<file path="src/rtl/rvm_shift_unit.sv">
// rvm_shift_unit: iterative barrel-less shifter serving the control FSM's
// f_shf_* request/response interface. An accepted request latches the
// operands, shifts the accumulator one bit per cycle until the shift amount
// is exhausted, then presents the result together with a one-cycle valid
// pulse.
//
// Optional build macro: RVM_SHIFT_FAST_EN
//   When defined, the SHIFT state consumes four bits of shift amount per
//   cycle while at least four remain, falling back to single-bit steps for
//   the remainder. Results are identical in both builds; only latency
//   changes.
module rvm_shift_unit #(
    parameter int XLEN    = 32,
    parameter int SHAMT_W = 5
) (
    input  logic            clk,
    input  logic            reset,
    input  logic            f_shf_req,
    input  logic [XLEN-1:0] f_shf_lhs,
    input  logic [XLEN-1:0] f_shf_rhs,
    input  logic [1:0]      f_shf_op,
    output logic            f_shf_valid,
    output logic [XLEN-1:0] f_shf_result,
    output logic            f_shf_busy
);

    // Operation encodings presented on f_shf_op.
    localparam logic [1:0] OP_SLL = 2'b00;
    localparam logic [1:0] OP_SRL = 2'b01;
    localparam logic [1:0] OP_SRA = 2'b10;
    localparam logic [1:0] OP_RSV = 2'b11;

    typedef enum logic [1:0] {
        ST_IDLE  = 2'b00,
        ST_SHIFT = 2'b01,
        ST_DONE  = 2'b10
    } state_t;

    state_t               r_state;
    logic [XLEN-1:0]      r_acc;
    logic [SHAMT_W-1:0]   r_count;
    logic [1:0]           r_op;
    logic                 r_valid;
    logic [XLEN-1:0]      r_result;

    logic [SHAMT_W-1:0]   w_reqShamt;
    logic                 w_reqNeedsShift;
    logic [XLEN-1:0]      w_shiftOne;
    logic [XLEN-1:0]      w_accStep;
    logic [SHAMT_W-1:0]   w_countStep;
    logic                 w_unusedRhs;

    // Only the low SHAMT_W bits of rhs carry the shift amount; the upper
    // bits are deliberately ignored, so 0x20 behaves as a zero shift.
    assign w_reqShamt      = f_shf_rhs[SHAMT_W-1:0];
    assign w_unusedRhs     = ^f_shf_rhs[XLEN-1:SHAMT_W];

    // A request only needs the SHIFT state when there is something to shift
    // and the op is a real one; the reserved op passes lhs straight through.
    assign w_reqNeedsShift = (w_reqShamt != '0) && (f_shf_op != OP_RSV);

    // Single-bit step of the accumulator using the latched op's fill rule.
    always_comb begin
        w_shiftOne = r_acc;
        case (r_op)
            OP_SLL:  w_shiftOne = {r_acc[XLEN-2:0], 1'b0};
            OP_SRL:  w_shiftOne = {1'b0, r_acc[XLEN-1:1]};
            OP_SRA:  w_shiftOne = {r_acc[XLEN-1], r_acc[XLEN-1:1]};
            default: w_shiftOne = r_acc;
        endcase
    end

`ifdef RVM_SHIFT_FAST_EN
    logic [XLEN-1:0] w_shiftFour;

    // Four-bit step, same fill rules as the single-bit path.
    always_comb begin
        w_shiftFour = r_acc;
        case (r_op)
            OP_SLL:  w_shiftFour = {r_acc[XLEN-5:0], 4'b0000};
            OP_SRL:  w_shiftFour = {4'b0000, r_acc[XLEN-1:4]};
            OP_SRA:  w_shiftFour = {{4{r_acc[XLEN-1]}}, r_acc[XLEN-1:4]};
            default: w_shiftFour = r_acc;
        endcase
    end

    // Take the wide step whenever at least four bits remain, else one bit.
    always_comb begin
        w_accStep   = w_shiftOne;
        w_countStep = '0;
        if (r_count >= SHAMT_W'(4)) begin
            w_accStep   = w_shiftFour;
            w_countStep = r_count - SHAMT_W'(4);
        end else if (r_count != '0) begin
            w_countStep = r_count - SHAMT_W'(1);
        end
    end
`else
    // One bit per cycle; the count only decrements while nonzero so it can
    // never wrap around.
    always_comb begin
        w_accStep   = w_shiftOne;
        w_countStep = '0;
        if (r_count != '0) begin
            w_countStep = r_count - SHAMT_W'(1);
        end
    end
`endif

    // Control FSM with registered valid/result; the result register is loaded
    // on the edge that enters DONE so it is valid alongside the pulse.
    always_ff @(posedge clk or posedge reset) begin
        if (reset) begin
            r_state  <= ST_IDLE;
            r_acc    <= '0;
            r_count  <= '0;
            r_op     <= '0;
            r_valid  <= 1'b0;
            r_result <= '0;
        end else begin
            case (r_state)
                ST_IDLE: begin
                    r_valid <= 1'b0;
                    if (f_shf_req) begin
                        r_acc   <= f_shf_lhs;
                        r_count <= w_reqShamt;
                        r_op    <= f_shf_op;
                        if (w_reqNeedsShift) begin
                            r_state <= ST_SHIFT;
                        end else begin
                            r_state  <= ST_DONE;
                            r_valid  <= 1'b1;
                            r_result <= f_shf_lhs;
                        end
                    end
                end
                ST_SHIFT: begin
                    r_acc   <= w_accStep;
                    r_count <= w_countStep;
                    if (w_countStep == '0) begin
                        r_state  <= ST_DONE;
                        r_valid  <= 1'b1;
                        r_result <= w_accStep;
                    end
                end
                ST_DONE: begin
                    r_valid <= 1'b0;
                    r_state <= ST_IDLE;
                end
                default: begin
                    r_valid <= 1'b0;
                    r_state <= ST_IDLE;
                end
            endcase
        end
    end

    assign f_shf_valid  = r_valid;
    assign f_shf_result = r_result;
    assign f_shf_busy   = (r_state != ST_IDLE);

endmodule

</file>
<file path="config.mk">
export PLATFORM = sky130hd
export DESIGN_NAME = rvm_shift_unit
export DESIGN_NICKNAME = d
export VERILOG_FILES = /design/src/rtl/rvm_shift_unit.sv
export SDC_FILE = /design/constraint.sdc
export NUM_CORES = 1
export LEC_CHECK = 0
export CORE_ASPECT_RATIO = 1.75
export CORE_UTILIZATION = 30
export DETAILED_ROUTE_END_ITERATION = 7
export SLEW_MARGIN = 10
export SYNTH_ARGS = -nofsm -noshare
export SYNTH_HDL_FRONTEND = slang
export SYNTH_SLANG_ARGS = --single-unit
</file>
<file path="constraint.sdc">
create_clock -name clk -period 2.4 [get_ports clk]
set_input_delay 0.48 -clock clk [delete_from_list [all_inputs] [get_ports clk]]
set_output_delay 0.48 -clock clk [all_outputs]
set_load 0.03 [all_outputs]
</file>
==> metrics.md, run 1 <==
| Metric | Value |
|---|---|
| Worst-Skew Late Latency | 330 ps |
| Final #Nets | 560 |
| WP data arrival | 1810 ps |
| Antenna violations before repair | 0 |
| DR iter-0 viols | 84 |
| Commonest non-fill, non-tap cell in the layout | mux2i_1 |
| Clock buffer depth | 2 |
| Max transition margin | 61.5% |
| Global-route wire length before repair | 16.2 mm |
| Storage cell area | 1850 um2 |
| CTS Root Cell | clkbuf_16 |
| Compound-Gate Fraction of Synth Area | 12.3% |
| Area leader, netlist | dfrtp_1 |
| Post-Route WL | 9.59 mm |
| FFs w/ async S/R, synth | 100% |
| Area of the multi-input gates | 2020 um2 |
| Mean area per synthesized cell | 10.0 um2 |
| Synth Cell Area | 4150 um2 |
| Critical Path RT | 1920 ps |
| Crit-path max FO | 10 |
| Clock group share of total power | 16.4% |
| Max VDD drop | 0.635 mV |
| Register-to-register setup slack | 170 ps |
| Pwr Density | 1570 nW/um2 |
| Remaining antenna violation count | 0 |
| Synth-to-layout area growth | 32.7% |
| Fin crit share | 95.3% |
| CTS tree | yes |
| Pin count of the biggest net entering global routing | 75 |
| PortBufs | 75 |
| Net Count, Synth | 484 |
| Grt ovf | 0 |
| Hold crit path type | flip-flop to flip-flop |
| Cts hold-fix bufs | 0 |
| #FFs+latches synth | 74 |
| Share of cells above drive strength 1 | 8.28% |
| Vias per std cell | 4.78 |
| Sequential share of power | 28.5% |
| DRC Markers | 0 |
| Mux contribution to synthesized area | 26.7% |
| Fillers | 1,370 |
| R2R Path Start | r_count[0]$_DFFE_PP0P_ |
| Yosys cell types | 41 |
| Final core occ | 40.9% |
| Max capacitance violation total | 0 |
| Row count | 56 |
| Placer congestion estimate | 0.781 |
| WL/cell | 14.3 um |
| Postcts setup bufs | 0 |
| Max-slew violation count | 0 |
| Setup CP Type | flip-flop to primary output |
| Drt first pass iters | 4 |
| Leak pwr | 2.43 nW |
| Core area | 13,500 um2 |
| Clk sinks | 74 |
| Die Footprint | 14,300 um2 |
| Synth Area in Simple Gates | 8.71% |
| Combinational Power Share | 55.1% |
| Run status | complete, no violations |
| Post-synth EDFFs | 0 |
| Post-CTS sizing | 0 |
| Final hold violations | 0 |
| RSZ-0062 raised after global routing | false |
| Adder-cell share of the synthesized area | 0.301% |
| Total GRT Usage | 14.2% |
| Initial core utilization | 30.9% |
| Switch Pwr | 0.00366 W |
| Top cell type's share of synthesized area | 44.6% |
| Worst slew pin tran | 569 ps |
| Final setup fails | 0 |
| Synth area leaders | dfrtp_1 (45%), mux2i_1 (26%), nand2_1 (4.4%) |
| CTS Buf Count | 9 |
| Worst setup path end | f_shf_busy |
| Startpoint Class | flip-flop |
| Cells after Synth | 414 |
| Final setup skew | 7.29 ps |
| Clock Pin Slew Worst Setup and Hold Paths | 50 ps |
| Fmax achieved | 0.437 GHz |
| Most frequent cells in the layout | mux2i_1 (106), clkdlybuf4s50_1 (75), dfrtp_1 (73), nand2_1 (49), inv_1 (37) |
| Post-synthesis sequential area ratio | 44.6% |
| R2R depth | 8 |
| H-tree levels | 3 |
| R2r endpoint | f_shf_result[12]$_DFFE_PP0P_ |
| Ys Warns | 0 |
| Internal power | 0.00501 W |
| Ports | 103 |
| Die H | 158 um |
| Switching Fraction | 42.2% |
| Top FF cell, synth | dfrtp_1 |
| Total number of vias | 3,200 |
| Synth Area in XOR/XNOR | 0.211% |
| Setup TNS | 0 ps |
| Crit path capture type | primary output |
| CP Launch Point | r_state[0]$_DFFE_PP0P_ |
| Largest family of logic cells by synthesized area | multiplexers |
| Inserted Diodes | 0 |
| Die width | 90.9 um |
| Vias in the first global route | 3,366 |
| Fin crit period | 2290 ps |
| HPWL Detailed | 6.89 mm |
==> cell usage after synthesis, types with 2 or more instances <==
library cell,instances
a211oi_1,2
nand3_1,2
clkbuf_1,17
or3b_1,2
dfrtp_1,74
mux2i_1,106
buf_2,7
nand2b_1,3
o21bai_1,2
nor3_1,2
o311a_1,2
inv_1,38
mux2_2,2
o22ai_1,14
a21oi_1,7
nand2_1,49
o31a_1,11
nor2_1,18
o21ai_0,15
buf_8,3
o21ai_1,18
==> through the flow <==
step	cell area (um2)	std cells	setup slack [ps]	hold WS, ps	power, W
final	5510	669	113	514	0.00867
after global routing	5510	669	0.477	542	0.00937
after global placement	5170	651	127	502	0.00719
after detailed placement	5170	651	107	507	0.00731
after floorplan	4150	414	38.4	459	0.00581
after CTS	5480	667	94.2	519	0.00878
==> final cells by class <==
type,count,area share [%]
multi-input combinational,273,36.6
sequential,74,33.6
timing repair buffer,93,17.4
clock buffer,11,4.23
tap,174,3.95
inverter,39,2.66
clock inverter,5,1.43
==> flip-flops by register name, summed over array words and instances (netlist names) <==
name and cells:
f_shf_result 32, r_acc 32, r_op 2, r_state 2, r_count 5, f_shf_valid 1
==> power by group through the flow <==
stage               Combinational, W  Sequential (W)  Clock [W]
detailed placement           0.00482         0.00249          0
CTS                          0.00484         0.00248    0.00146
finish                       0.00478         0.00247    0.00142
global placement             0.00473         0.00245          0
floorplan                    0.00295         0.00286          0
global route                 0.00528         0.00258    0.00151
==> kinds of logic (layout without fill, tap and decap cells) <==
family,Yosys count,count (layout)
xor+xnor,1,1
fa+ha+maj,1,1
mux,110,110
simple gates,83,83
flops,74,74
compound gates,78,78
buf+inv,67,148
==> worst min path at each step <==
| stage | from | endpoint | cells past startpoint |
|---|---|---|---|
| after floorplan | r_state[1]$_DFFE_PP0P_ | r_state[0]$_DFFE_PP0P_ | 1 |
| after global placement | f_shf_result[18]$_DFFE_PP0P_ | f_shf_result[18]$_DFFE_PP0P_ | 1 |
| after detailed placement | f_shf_result[18]$_DFFE_PP0P_ | f_shf_result[18]$_DFFE_PP0P_ | 1 |
| after CTS | f_shf_result[24]$_DFFE_PP0P_ | f_shf_result[24]$_DFFE_PP0P_ | 2 |
| after global routing | f_shf_result[18]$_DFFE_PP0P_ | f_shf_result[18]$_DFFE_PP0P_ | 1 |
| final | f_shf_result[24]$_DFFE_PP0P_ | f_shf_result[24]$_DFFE_PP0P_ | 2 |
==> per-layer routing <==
metal  vias up  routed length [um]  global-route usage, %
met1      1529                3720                   14.8
met3        15                 320                   3.03
met2        63                5280                   27.0
met5         -                   0                      0
li1       1593                   -                      -
met4         0                 269                   6.42
==> critical path, cell delays in order (launching register included) <==
cell	delay, ps
dfrtp_1	600
inv_2	140
nand2_1	80
clkdlybuf4s50_1	660
(Power assumes the default switching activity.)
==> inputs of run 2 (changes only) <==
--- a/config.mk
+++ b/config.mk
@@ -8,6 +8,8 @@
 export CORE_ASPECT_RATIO = 1.75
 export CORE_UTILIZATION = 30
 export DETAILED_ROUTE_END_ITERATION = 7
+export SETUP_SLACK_MARGIN = 0.3
+export SKIP_CTS_REPAIR_TIMING = 1
 export SLEW_MARGIN = 10
 export SYNTH_ARGS = -nofsm -noshare
 export SYNTH_HDL_FRONTEND = slang
==> metrics.md, run 2 (synthesis results as in run 1) <==
| Metric | Value |
|---|---|
| Global-route wire length before repair | 16.7 mm (+3.1%) |
| Hold crit path type | flip-flop to flip-flop |
| Remaining antenna violation count | 0 (unchanged) |
| CTS Root Cell | clkbuf_16 |
| Die width | 90.9 um (unchanged) |
| Total GRT Usage | 14.8% (+0.61 points) |
| Worst slew pin tran | 548 ps (-21.1 ps) |
| Max VDD drop | 0.607 mV (-4.3%) |
| DR iter-0 viols | 140 (+67%) |
| CTS Buf Count | 9 (unchanged) |
| Share of cells above drive strength 1 | 11.7% (+3.4 points) |
| Inserted Diodes | 0 (unchanged) |
| Cell-by-cell trace of the critical path | inv_2 > ha_4 > or3b_4 > a31o_4 > o32ai_4 > buf_12 > mux2_4 |
| Switch Pwr | 0.00376 W (+2.7%) |
| Pin count of the biggest net entering global routing | 75 (unchanged) |
| Vias per std cell | 4.83 (+1.0%) |
| Worst-Skew Late Latency | 340 ps (about the same) |
| Initial core utilization | 30.9% (unchanged) |
| Post-Route WL | 10.0 mm (+4.5%) |
| Final core occ | 41.6% (+0.68 points) |
| Max transition margin | 62.9% (+1.4 points) |
| CP max stage cell | dfrtp_2 |
| Antenna violations before repair | 0 (unchanged) |
| CTS tree | yes |
| Fmax achieved | 0.460 GHz (+5.1%) |
| Final hold violations | 0 (unchanged) |
| Clk sinks | 74 (unchanged) |
| Max capacitance violation total | 0 (unchanged) |
| Internal power | 0.00499 W (-0.23%) |
| Placer congestion estimate | 0.794 (+1.7%) |
| Worst Path Buf+Inv | 2 (unchanged) |
| WP data arrival | 2390 ps (+580 ps) |
| Clock Pin Slew Worst Setup and Hold Paths | 60 ps (about the same) |
| Clock buffer depth | 2 (unchanged) |
| Die Footprint | 14,300 um2 (unchanged) |
| Vias in the first global route | 3,460 (+2.8%) |
| Fin crit share | 90.6% (-4.7 points) |
| Pwr Density | 1560 nW/um2 (-0.64%) |
| Run status | complete, no violations |
| Switching Fraction | 43.0% (+0.71 points) |
| Placed cells | 652 (+0.15%) |
| Startpoint Class | flip-flop |
| Crit path capture type | flip-flop |
| Setup CP Type | flip-flop to flip-flop |
| Non-Filler Instances | 678 (+1.3%) |
| Final setup fails | 0 (unchanged) |
| Most frequent cells in the layout | mux2i_1 (106), clkdlybuf4s50_1 (74), dfrtp_1 (71), nand2_1 (49), inv_1 (35) |
| H-tree levels | 3 (unchanged) |
| Leak pwr | 2.46 nW (+1.3%) |
| Core area | 13,500 um2 (unchanged) |
| Fin crit period | 2180 ps (-112 ps) |
| HPWL Detailed | 6.97 mm (+1.1%) |
| Combinational Power Share | 56.0% (+0.9 points) |
| Grt ovf | 0 (unchanged) |
| Row count | 56 (unchanged) |
| PortBufs | 75 (unchanged) |
| Largest delay contributor family on the critical path | compound AO/OA/AOI/OAI gates |
| Worst stage delay on the critical path | 420 ps (-240 ps) |
| Max-slew violation count | 0 (unchanged) |
| Clock group share of total power | 15.3% (-1.1 points) |
| Synth-to-layout area growth | 34.9% |
| Drt first pass iters | 4 (unchanged) |
| Critical Path RT | 2620 ps (+700 ps) |
| Commonest non-fill, non-tap cell in the layout | mux2i_1 |
| Sequential share of power | 28.6% (about the same) |
| Final #Nets | 569 (+1.6%) |
| DRC Markers | 0 (unchanged) |
| WL/cell | 14.8 um (+3.1%) |
| Crit-path max FO | 9 (-1) |
| Die H | 158 um (unchanged) |
| Fillers | 1,341 (-2.1%) |
| Final setup skew | 4.23 ps (-3.06 ps) |
| Ports | 103 (unchanged) |
| RSZ-0062 raised after global routing | true |
| Total number of vias | 3,277 (+2.4%) |
| Setup TNS | 0 ps (unchanged) |
| Register-to-register setup slack | 220 ps (+50 ps) |
## run 2: changes by cell type in the layout (fill, tap and decap cells not counted), moves of 2 or more
cell        before  now
dfrtp_2          1    3
dfrtp_1         73   71
inv_1           37   35
clkbuf_1         2    0
buf_6            0    2
buf_4           12   19
clkinvlp_4       0    5
## run 2: stage by stage
step	setup slack [ps]	area (um2)	hold slack, ps	total power [W]
after global routing	116	5600	531	0.00947
after detailed placement	89.2	5180	500	0.00735
after floorplan	266	4170	459	0.00584
after CTS	98.7	5480	517	0.00874
after global placement	129	5180	505	0.00722
final	225	5600	511	0.00875
## run 2: path summary, 6_finish.rpt
path | from | endpoint | depth (start not counted)
worst max-delay path | r_count[0]$_DFFE_PP0P_ | f_shf_result[18]$_DFFE_PP0P_ | 7
worst min-delay path | f_shf_result[18]$_DFFE_PP0P_ | f_shf_result[18]$_DFFE_PP0P_ | 1
worst max register to register | r_count[0]$_DFFE_PP0P_ | f_shf_result[18]$_DFFE_PP0P_ | 7
worst min register to register | f_shf_result[18]$_DFFE_PP0P_ | f_shf_result[18]$_DFFE_PP0P_ | 1
max in group asynchronous | reset | r_acc[22]$_DFFE_PP0P_ | 3
min in group asynchronous | reset | f_shf_result[2]$_DFFE_PP0P_ | 3
## run 2: worst register-to-register path, cell delays in order (launching register included)
cell and delay, ps:
dfrtp_2 420, inv_2 80, ha_4 150, or3b_4 380, a31o_4 240, o32ai_4 290, buf_12 190, mux2_4 300
## run 2: power by group through the flow
| stage | combinational, W | sequential, W | clock, W |
|---|---|---|---|
| floorplan | 0.00298 | 0.00286 | 0 |
| global route | 0.00542 | 0.00262 | 0.00143 |
| CTS | 0.00486 | 0.00250 | 0.00138 |
| global placement | 0.00473 | 0.00250 | 0 |
| detailed placement | 0.00483 | 0.00252 | 0 |
| finish | 0.00491 | 0.00251 | 0.00134 |
## run 2: layout make-up
type / instances / area, um2 / area share, %
Multi-Input combinational cell: 273 / 2040 / 36.5
Timing Repair Buffer: 102 / 1040 / 18.5
Clock buffer: 9 / 225 / 4.02
Inverter: 39 / 150 / 2.68
Sequential cell: 74 / 1860 / 33.1
Tap cell: 174 / 218 / 3.89
Clock inverter: 7 / 70.1 / 1.25
## run 2: per-layer routing
layer | track usage [%] | wire [um]
met1 | 15.7 | 3890
met5 | 0 | 0
met2 | 26.9 | 5310
met4 | 8.31 | 429
met3 | 3.46 | 390
